--- src/rtl/dp_sequencer.sv ---
// -----------------------------------------------------------------------------
// dp_sequencer
//
// Multi-cycle control FSM between the instruction decoder and the 32-bit
// register/shifter/ALU datapath. One decoded instruction is accepted on
// 'start' while idle. The FSM then walks LOAD_A / LOAD_B / EXEC / WB as the
// instruction class requires, and pulses 'done' in the final cycle.
//
// Optional feature (compile-time macro DP_SEQUENCER_COND_EXEC_EN):
//   The condition code 'cond' is evaluated against status_in[31:28] (N,Z,C,V)
//   in the accept cycle. A failing instruction takes a single SKIP cycle that
//   raises done and skipped and issues no enable or write.
//   Without the macro, cond is ignored and skipped is always 0.
//
// Ports:
//   clk, rst              clock, synchronous active-high reset
//   start                 request strobe, sampled only in IDLE
//   op_class              00 MOV_IMM, 01 ALU_REG, 10 ALU_IMM, 11 CMP
//   alu_op_in, shift_op_in ALU / shift operation of the instruction
//   rd, rn, rm            destination / first source / second source register
//   set_flags             update status in EXEC (forced for CMP)
//   cond, status_in       condition code and datapath status (optional feature)
//   busy, done, skipped   sequencing status
//   wb_sel, w_en, en_A, en_B, sel_A, sel_B, en_C, en_status   datapath enables
//   w_addr, r_addr        regfile write / read address
//   shift_op, ALU_op      datapath shift / ALU operation
//
// Every output is a flop. It is loaded from a decode of the next state, so it
// reflects the current state in the same cycle the state register does.
// -----------------------------------------------------------------------------
module dp_sequencer #(
    parameter int NREGS = 16
) (
    input  logic                     clk,
    input  logic                     rst,
    input  logic                     start,
    input  logic [1:0]               op_class,
    input  logic [2:0]               alu_op_in,
    input  logic [1:0]               shift_op_in,
    input  logic [$clog2(NREGS)-1:0] rd,
    input  logic [$clog2(NREGS)-1:0] rn,
    input  logic [$clog2(NREGS)-1:0] rm,
    input  logic                     set_flags,
    input  logic [3:0]               cond,
    input  logic [31:0]              status_in,
    output logic                     busy,
    output logic                     done,
    output logic                     skipped,
    output logic                     wb_sel,
    output logic                     w_en,
    output logic                     en_A,
    output logic                     en_B,
    output logic                     sel_A,
    output logic                     sel_B,
    output logic                     en_C,
    output logic                     en_status,
    output logic [$clog2(NREGS)-1:0] w_addr,
    output logic [$clog2(NREGS)-1:0] r_addr,
    output logic [1:0]               shift_op,
    output logic [2:0]               ALU_op
);

    localparam int AW = $clog2(NREGS);

    localparam logic [1:0] CLS_MOV_IMM = 2'b00;
    localparam logic [1:0] CLS_ALU_REG = 2'b01;
    localparam logic [1:0] CLS_ALU_IMM = 2'b10;
    localparam logic [1:0] CLS_CMP     = 2'b11;

    typedef enum logic [2:0] {
        IDLE   = 3'd0,
        LOAD_A = 3'd1,
        LOAD_B = 3'd2,
        EXEC   = 3'd3,
        WB     = 3'd4,
        SKIP   = 3'd5
    } state_t;

    state_t state_r;
    state_t state_nxt_s;

    // Latched copies of the accepted instruction.
    logic [1:0]    cls_r;
    logic [2:0]    alu_r;
    logic [1:0]    sh_r;
    logic [AW-1:0] rd_r;
    logic [AW-1:0] rn_r;
    logic [AW-1:0] rm_r;
    logic          sf_r;

    // Instruction fields as seen by the output decode: the live inputs in the
    // accept cycle (so the first-cycle outputs are right), the latches after.
    logic          accept_s;
    logic [1:0]    cls_s;
    logic [2:0]    alu_s;
    logic [1:0]    sh_s;
    logic [AW-1:0] rd_s;
    logic [AW-1:0] rn_s;
    logic [AW-1:0] rm_s;
    logic          sf_s;
    logic          cond_pass_s;

    // Next values of the registered outputs.
    logic          busy_s, done_s, skipped_s, wb_sel_s, w_en_s;
    logic          en_a_s, en_b_s, sel_a_s, sel_b_s, en_c_s, en_status_s;
    logic [AW-1:0] w_addr_s, r_addr_s;
    logic [1:0]    shift_op_s;
    logic [2:0]    alu_op_s;

`ifdef DP_SEQUENCER_COND_EXEC_EN
    // Condition check against the status flags {N,Z,C,V}.
    function automatic logic cond_eval(input logic [3:0] c, input logic [3:0] nzcv);
        logic res;
        case (c)
            4'b0000: res = nzcv[2];
            4'b0001: res = ~nzcv[2];
            4'b0010: res = nzcv[1];
            4'b0011: res = ~nzcv[1];
            4'b0100: res = nzcv[3];
            4'b0101: res = ~nzcv[3];
            4'b0110: res = nzcv[0];
            4'b0111: res = ~nzcv[0];
            4'b1110: res = 1'b1;
            default: res = 1'b0;
        endcase
        return res;
    endfunction

    assign cond_pass_s = cond_eval(cond, status_in[31:28]);
    logic unused_status_s;
    assign unused_status_s = ^status_in[27:0];
`else
    assign cond_pass_s = 1'b1;
    logic unused_cond_s;
    assign unused_cond_s = ^{cond, status_in};
`endif

    assign accept_s = (state_r == IDLE) && start;
    assign cls_s    = accept_s ? op_class    : cls_r;
    assign alu_s    = accept_s ? alu_op_in   : alu_r;
    assign sh_s     = accept_s ? shift_op_in : sh_r;
    assign rd_s     = accept_s ? rd          : rd_r;
    assign rn_s     = accept_s ? rn          : rn_r;
    assign rm_s     = accept_s ? rm          : rm_r;
    assign sf_s     = accept_s ? set_flags   : sf_r;

    // State register.
    always_ff @(posedge clk) begin
        if (rst) begin
            state_r <= IDLE;
        end else begin
            state_r <= state_nxt_s;
        end
    end

    // Instruction latch, loaded only when a request is accepted in IDLE.
    always_ff @(posedge clk) begin
        if (rst) begin
            cls_r <= 2'b00;
            alu_r <= 3'b000;
            sh_r  <= 2'b00;
            rd_r  <= '0;
            rn_r  <= '0;
            rm_r  <= '0;
            sf_r  <= 1'b0;
        end else if (accept_s) begin
            cls_r <= op_class;
            alu_r <= alu_op_in;
            sh_r  <= shift_op_in;
            rd_r  <= rd;
            rn_r  <= rn;
            rm_r  <= rm;
            sf_r  <= set_flags;
        end else begin
            cls_r <= cls_r;
            alu_r <= alu_r;
            sh_r  <= sh_r;
            rd_r  <= rd_r;
            rn_r  <= rn_r;
            rm_r  <= rm_r;
            sf_r  <= sf_r;
        end
    end

    // Next-state logic.
    always_comb begin
        state_nxt_s = IDLE;
        case (state_r)
            IDLE: begin
                if (!start) begin
                    state_nxt_s = IDLE;
                end else if (!cond_pass_s) begin
                    state_nxt_s = SKIP;
                end else if (op_class == CLS_MOV_IMM) begin
                    state_nxt_s = WB;
                end else begin
                    state_nxt_s = LOAD_A;
                end
            end
            LOAD_A: begin
                if (cls_r == CLS_ALU_IMM) begin
                    state_nxt_s = EXEC;
                end else begin
                    state_nxt_s = LOAD_B;
                end
            end
            LOAD_B:  state_nxt_s = EXEC;
            EXEC: begin
                if (cls_r == CLS_CMP) begin
                    state_nxt_s = IDLE;
                end else begin
                    state_nxt_s = WB;
                end
            end
            WB:      state_nxt_s = IDLE;
            SKIP:    state_nxt_s = IDLE;
            default: state_nxt_s = IDLE;
        endcase
    end

    // Output decode of the state being entered.
    always_comb begin
        busy_s      = (state_nxt_s != IDLE);
        done_s      = 1'b0;
        skipped_s   = 1'b0;
        wb_sel_s    = 1'b0;
        w_en_s      = 1'b0;
        en_a_s      = 1'b0;
        en_b_s      = 1'b0;
        sel_a_s     = 1'b0;
        sel_b_s     = 1'b0;
        en_c_s      = 1'b0;
        en_status_s = 1'b0;
        w_addr_s    = '0;
        r_addr_s    = '0;
        shift_op_s  = 2'b00;
        alu_op_s    = 3'b000;
        case (state_nxt_s)
            LOAD_A: begin
                r_addr_s = rn_s;
                en_a_s   = 1'b1;
            end
            LOAD_B: begin
                r_addr_s = rm_s;
                en_b_s   = 1'b1;
            end
            EXEC: begin
                en_c_s      = 1'b1;
                alu_op_s    = alu_s;
                shift_op_s  = sh_s;
                sel_b_s     = (cls_s == CLS_ALU_IMM);
                en_status_s = sf_s | (cls_s == CLS_CMP);
                done_s      = (cls_s == CLS_CMP);
            end
            WB: begin
                w_addr_s = rd_s;
                w_en_s   = 1'b1;
                wb_sel_s = (cls_s == CLS_MOV_IMM);
                done_s   = 1'b1;
                // Keep the EXEC operation steady so C stays valid during
                // writeback; MOV_IMM never passed through EXEC.
                if (cls_s != CLS_MOV_IMM) begin
                    alu_op_s   = alu_s;
                    shift_op_s = sh_s;
                    sel_b_s    = (cls_s == CLS_ALU_IMM);
                end else begin
                    alu_op_s   = 3'b000;
                    shift_op_s = 2'b00;
                    sel_b_s    = 1'b0;
                end
            end
            SKIP: begin
                done_s    = 1'b1;
                skipped_s = 1'b1;
            end
            default: begin
                busy_s = (state_nxt_s != IDLE);
            end
        endcase
    end

    // Output registers.
    always_ff @(posedge clk) begin
        if (rst) begin
            busy      <= 1'b0;
            done      <= 1'b0;
            skipped   <= 1'b0;
            wb_sel    <= 1'b0;
            w_en      <= 1'b0;
            en_A      <= 1'b0;
            en_B      <= 1'b0;
            sel_A     <= 1'b0;
            sel_B     <= 1'b0;
            en_C      <= 1'b0;
            en_status <= 1'b0;
            w_addr    <= '0;
            r_addr    <= '0;
            shift_op  <= 2'b00;
            ALU_op    <= 3'b000;
        end else begin
            busy      <= busy_s;
            done      <= done_s;
            skipped   <= skipped_s;
            wb_sel    <= wb_sel_s;
            w_en      <= w_en_s;
            en_A      <= en_a_s;
            en_B      <= en_b_s;
            sel_A     <= sel_a_s;
            sel_B     <= sel_b_s;
            en_C      <= en_c_s;
            en_status <= en_status_s;
            w_addr    <= w_addr_s;
            r_addr    <= r_addr_s;
            shift_op  <= shift_op_s;
            ALU_op    <= alu_op_s;
        end
    end

endmodule

--- config.mk ---
export PLATFORM = sky130hd
export DESIGN_NAME = dp_sequencer
export DESIGN_NICKNAME = d
export VERILOG_FILES = /design/src/rtl/dp_sequencer.sv
export SDC_FILE = /design/constraint.sdc
export NUM_CORES = 1
export LEC_CHECK = 0
export CAP_MARGIN = 5
export CORE_MARGIN = 3
export CORE_UTILIZATION = 36
export CTS_BUF_LIST = sky130_fd_sc_hd__clkbuf_4 sky130_fd_sc_hd__clkbuf_8
export DETAILED_ROUTE_END_ITERATION = 8
export PLACE_DENSITY = 0.73
export SYNTH_ARGS = -nofsm -noshare
export SYNTH_HDL_FRONTEND = slang
export SYNTH_SLANG_ARGS = --single-unit
--- constraint.sdc ---
create_clock -name clk -period 3.6 [get_ports clk]
set_input_delay 0.36 -clock clk [delete_from_list [all_inputs] [get_ports clk]]
set_output_delay 0.36 -clock clk [all_outputs]
set_load 0.02 [all_outputs]
# [Yosys cells after proc, flatten, opt, wreduce, memory -nomap -nowiden]
# Cells that the tools add are included.
[word_totals] reg_bits=46 latchBits=0 ramBits=0 rom_bits=0 in_bits=59 wordCells=71 mem_count=0
[classes] add_sub_neg=0 mul=0 n_div=0 n_lt_le_gt_ge=0 eq_ne=12 shifts=0 muxes=25 n_bitwise=3 reduce_logical=9
[ops] cell="$mux W3" count=5
[ops] cell="$eq A3 B2 Y1 const B" count=4
[ops] cell="$mux W4" count=3
[ops] cell="$pmux W3 S4" count=1
[ops] cell="$eq A2 B2 Y1 const B" count=4
[ops] cell="$mux W1" count=8
[ops] cell="$pmux W4 S2" count=1
[ops] cell="$eq A3 B1 Y1 const B" count=2
[ops] cell="$eq A3 B3 Y1 const B" count=2
[ops] cell="$mux W2" count=3
[ops] cell="$pmux W3 S2" count=1
[ops] cell="$reduce_or A2 Y1" count=3
[ops] cell="$logic_not A2 Y1" count=2
[ops] cell="$pmux W1 S2" count=2
[ops] cell="$pmux W2 S2" count=1
[ops] cell="$logic_not A3 Y1" count=1
[ops] cell="$reduce_bool A3 Y1" count=1
[ops] cell="$not A1 Y1" count=2
[ops] cell="$reduce_bool A2 Y1" count=1
[ops] cell="$logic_and A1 B1 Y1" count=1
[ops] cell="$or A1 B1 Y1" count=1

# [Longest topological paths before layout]
[depth] ltp_word=7 depth_mapped=7 ltp_nobuf=5

# [Worst setup path after synthesis]
# No wires, ideal clock.
[synth_path] path_kind="register to register" start="register state_r[0]" end="register r_addr[2]" arrival_time_ps=1520 slack_ps=1964 path_stages_with_launch=8 synth_period_minus_slack_ps=1636 cell_sequence="dfxtp_1 > buf_4 > or4b_4 > buf_6 > buf_6 > nand2_2 > a21oi_2 > a22o_1"
[synth_between] elab_chain_len=4
[synth_lines] item="start, declared" line_no="79" source="state_t state_r;"
[synth_lines] item="start signal, assigned" line_no="152" source="state_r <= state_nxt_s;"
[synth_lines] item="$eq A3 B2 Y1, or another cell as far along" line_no="188" source="case (state_r)"
[synth_lines] item="$pmux W3 S4 or $logic_and A1 B1 Y1 (tied branches)" line_no="188, 138"
[synth_lines] item="$eq A3 B2 Y1, or another cell as far along" line_no="238" source="case (state_nxt_s)"
[synth_lines] item="$pmux W4 S2 *" line_no="238"
[synth_lines] item="end signal, assigned" line_no="313" source="r_addr <= r_addr_s;"
[synth_lines] item="end, declared" line_no="58" source="output logic [$clog2(NREGS)-1:0] r_addr,"
# Mark *: on every way between the ends. The rest lies on a longest branch, timed or not.
# A chain may end at the register's enable or synchronous reset.

# [Worst setup path in the final report]
[layout_path] start="input start" end="register ALU_op[0]"
[layout_between] elab_chain_len=5
[layout_lines] item="start, declared" line_no="36" source="input logic start,"
[layout_lines] item="branches (longest 4 deep; another with $pmux W3 S4)"
[layout_lines] item="$pmux W3 S2 *" line_no="238"
[layout_lines] item="end signal, assigned" line_no="315" source="ALU_op <= alu_op_s;"
[layout_lines] item="end, declared" line_no="60" source="output logic [2:0] ALU_op"
# Mark *: on every way between the ends.

==> run_results.csv <==
group,metric,value,unit
global_route,grt_pass1_wl,5630,µm
pwr,swShare,0.264,
synthesis,avgSynthCellArea,9.81,µm²
route,viasPerCell,4.77,
synthesis,yosysWarnings,0,
route,wire_per_inst,12.5,µm
pwr,power_frac_comb,0.173,
global_route,grtUsageTotal,0.134,
finish,seq_area,921,µm²
clock_network,clockBufferDepth,2,
pwr,p_clk_frac,0.296,
finish,nets,269,
route,drcViolationCount,0,
die,initial_core_util,0.390,
clock_network,clk_latency,0.29,ns
route,vias,1244,
sta,setup_viol,0,
sta,layout_setup_ws,1.61,ns
global_route,grt_pass1_vias,1237,
synthesis,syn_inst,167,
synthesis,synth_edf_count,0,
synthesis,synth_ff_type,"dfxtp_1",
sta,period_share,0.552,
synthesis,synth_top_family_by_area,"simple AND/OR/NAND/NOR gates",
route,drtPass1Iterations,4,
worst_setup_path,critPathArrivalTime,2.22,ns
synthesis,synth-simple-area-share,0.199,
route,totalWireLength,3260,µm
clock_network,post-cts-setup-buffer-count,0,
clock_network,root_buffer,"clkbuf_8",
synthesis,async_flop_share,0,
synthesis,ys_types,34,
finish,nFillCells,394,
synthesis,synth_seq_area_share,0.562,
clock_network,post_cts_resize_count,0,
die,die_w,73.5,µm
pwr,p_leak,0.000839,µW
clock_network,htreeDepth,2,
sta,maxSlewViolCount,0,
pwr,seqPwrFrac,0.531,
sta,rsz0062_at_grt,"no",
sta,tns,0,ns
worst_setup_path,path_class,"in2reg",
sta,post-route-min-period,1.99,ns
synthesis,synth_fa_ha_area_frac,0,
place,portBuffers,45,
min_path,hold_class,"reg2reg",
finish,num_antenna_cells,0,
status,status,"finished, final reports clean",
finish,multi_input_area,622,µm²
pwr,power.density,490,mW/mm²
die,rows,23,
synthesis,synthTopCellsByArea,"dfxtp_1 56%, nand2_1 7.1%, a21oi_1 4.9%, mux2i_1 3.7%, buf_6 2.7%",
sta,clock_skew,0.00495,ns
synthesis,ys_ff_latch,46,
die,die_area,0.00540,mm²
pwr,power.internal,786,µW
synthesis,synth_compound_area_frac,0.128,
place,place_ws,1.29,ns
synthesis,synthXorXnorAreaFrac,0.00534,
finish,fin_area,0.00218,mm²
route,drt_iter0_markers,43,
synthesis,yosys-top-cells-count,"46 x dfxtp_1, 31 x nand2_1, 16 x a21oi_1",
pwr,p_sw,282,µW
synthesis,synth_largest_area_cell,"dfxtp_1",
sta,relSlewSlack,0.407,
place,gp_congestion,0.730,
sta,fmax,503,MHz
clock_network,numCtsBuffers,5,
worst_setup_path,crit_required,3.83,ns
worst_setup_path,end_kind,"flip-flop",
clock_network,clk_pin_slew,0.08,ns
clock_network,ctsHoldBuffers,0,
global_route,grt_max_degree,29,
finish,layout-drive-gt1-share,0.0806,
worst_setup_path,path_max_fanout,14,
route,ant_nets,0,
pwr,vdd_drop_max,0.366,mV
clock_network,cts_tree,"done",
synthesis,synth_top_cell_area_share,0.562,
worst_setup_path,critPathLaunchType,"input port",
global_route,antenna_found_initial,0,
place,place_area,0.00209,mm²
finish,final_core_util,0.519,
sta,worst_pin_slew,0.878,ns
die,io-pin-count,83,
die,fp.coreArea,0.00420,mm²
pwr,power,1070,µW
die,die_h,73.5,µm
synthesis,netlist_area,0.00164,mm²
finish,synthToLayoutAreaGrowth,33.1,%
sta,final_hold_viol_count,0,
global_route,overflow,0,
clock_network,cts.sinks,46,
synthesis,synth_mux_area_frac,0.0366,
flow_run,cap_violations,0,
place,hpwlAfterDp,2210,µm
synthesis,yosysMostFrequentCell,"dfxtp_1",
## layout by cell type (no fill, tap or decap), types with 2 or more instances in the layout
| master | synthesis | final |
|---|---|---|
| dfxtp_1 | 46 | 46 |
| clkdlybuf4s50_1 | 0 | 45 |
| nand2_1 | 31 | 31 |
| a21oi_1 | 16 | 16 |
| nor2_1 | 11 | 11 |
| nor2b_1 | 7 | 7 |
| mux2i_1 | 6 | 6 |
| nor3_1 | 6 | 6 |
| clkbuf_8 | 0 | 6 |
| inv_1 | 4 | 4 |
| a22o_1 | 4 | 4 |
| nor3b_1 | 2 | 2 |
| a211oi_1 | 2 | 2 |
| a21oi_2 | 2 | 2 |
| conb_1 | 1 | 2 |
| buf_4 | 4 | 2 |
## sequential cells by signal (all words and copies together), names as in the netlist, 2 cells and up
name	flops
sh_r	2
rm_r	4
r_addr	4
w_addr	4
rn_r	4
shift_op	2
cls_r	2
ALU_op	3
state_r	3
rd_r	4
alu_r	3
## cells by family (layout without fill, tap and decap cells)
family	after synthesis	in the layout
xor gates and xnor gates	1	1
other	1	2
and+or+nand+nor	65	65
AOI/OAI and AO/OA	32	32
DFF	46	46
buffers and inverters	16	59
muxes	6	6
## per-stage QoR
stage	hold WS, ns	cells
floorplan	0.431	168
global placement	0.442	253
detailed placement	0.448	253
CTS	0.461	261
global route	0.483	261
finish	0.456	261
## critical path, stage by stage
cell             delay (ns)
clkdlybuf4s50_1        0.52
nor4b_4                0.65
nor3_1                 0.14
o32a_1                 0.41
nor2b_1                0.13
## area by class of cell
cell class                      instances  share of cell area
Clock inverter                          2             0.00574
Sequential cell                        46               0.422
Tap cell                               50              0.0287
Clock buffer                            6              0.0379
Multi-Input combinational cell        106               0.285
Inverter                                4             0.00688
Timing Repair Buffer                   47               0.213
## power by group through the flow
stage	clock, µW	sequential, µW	combinational (µW)
final	316	566	185
after global routing	355	571	206
after CTS	330	566	188
after detailed placement	0	578	187
after global placement	0	578	185
after floorplan	0	582	122
## worst paths after layout
check                   from         to  slack (ns)  depth (start not counted)
setup / recovery       start  ALU_op[0]        1.61                          5
hold / removal       sh_r[0]    sh_r[0]        0.46                          2
setup reg to reg  state_r[1]  ALU_op[0]        1.68                          4
hold reg to reg      sh_r[0]    sh_r[0]        0.46                          2
## routing by layer
| metal | GRT usage | routed length [µm] | vias up |
|---|---|---|---|
| met5 | 0 | 0 | - |
| met2 | 0.207 | 1450 | 35 |
| li1 | - | - | 642 |
| met1 | 0.166 | 1520 | 563 |
| met4 | 0.0563 | 48 | 0 |
| met3 | 0.0534 | 243 | 4 |
Power figures use the tool's default switching activity.
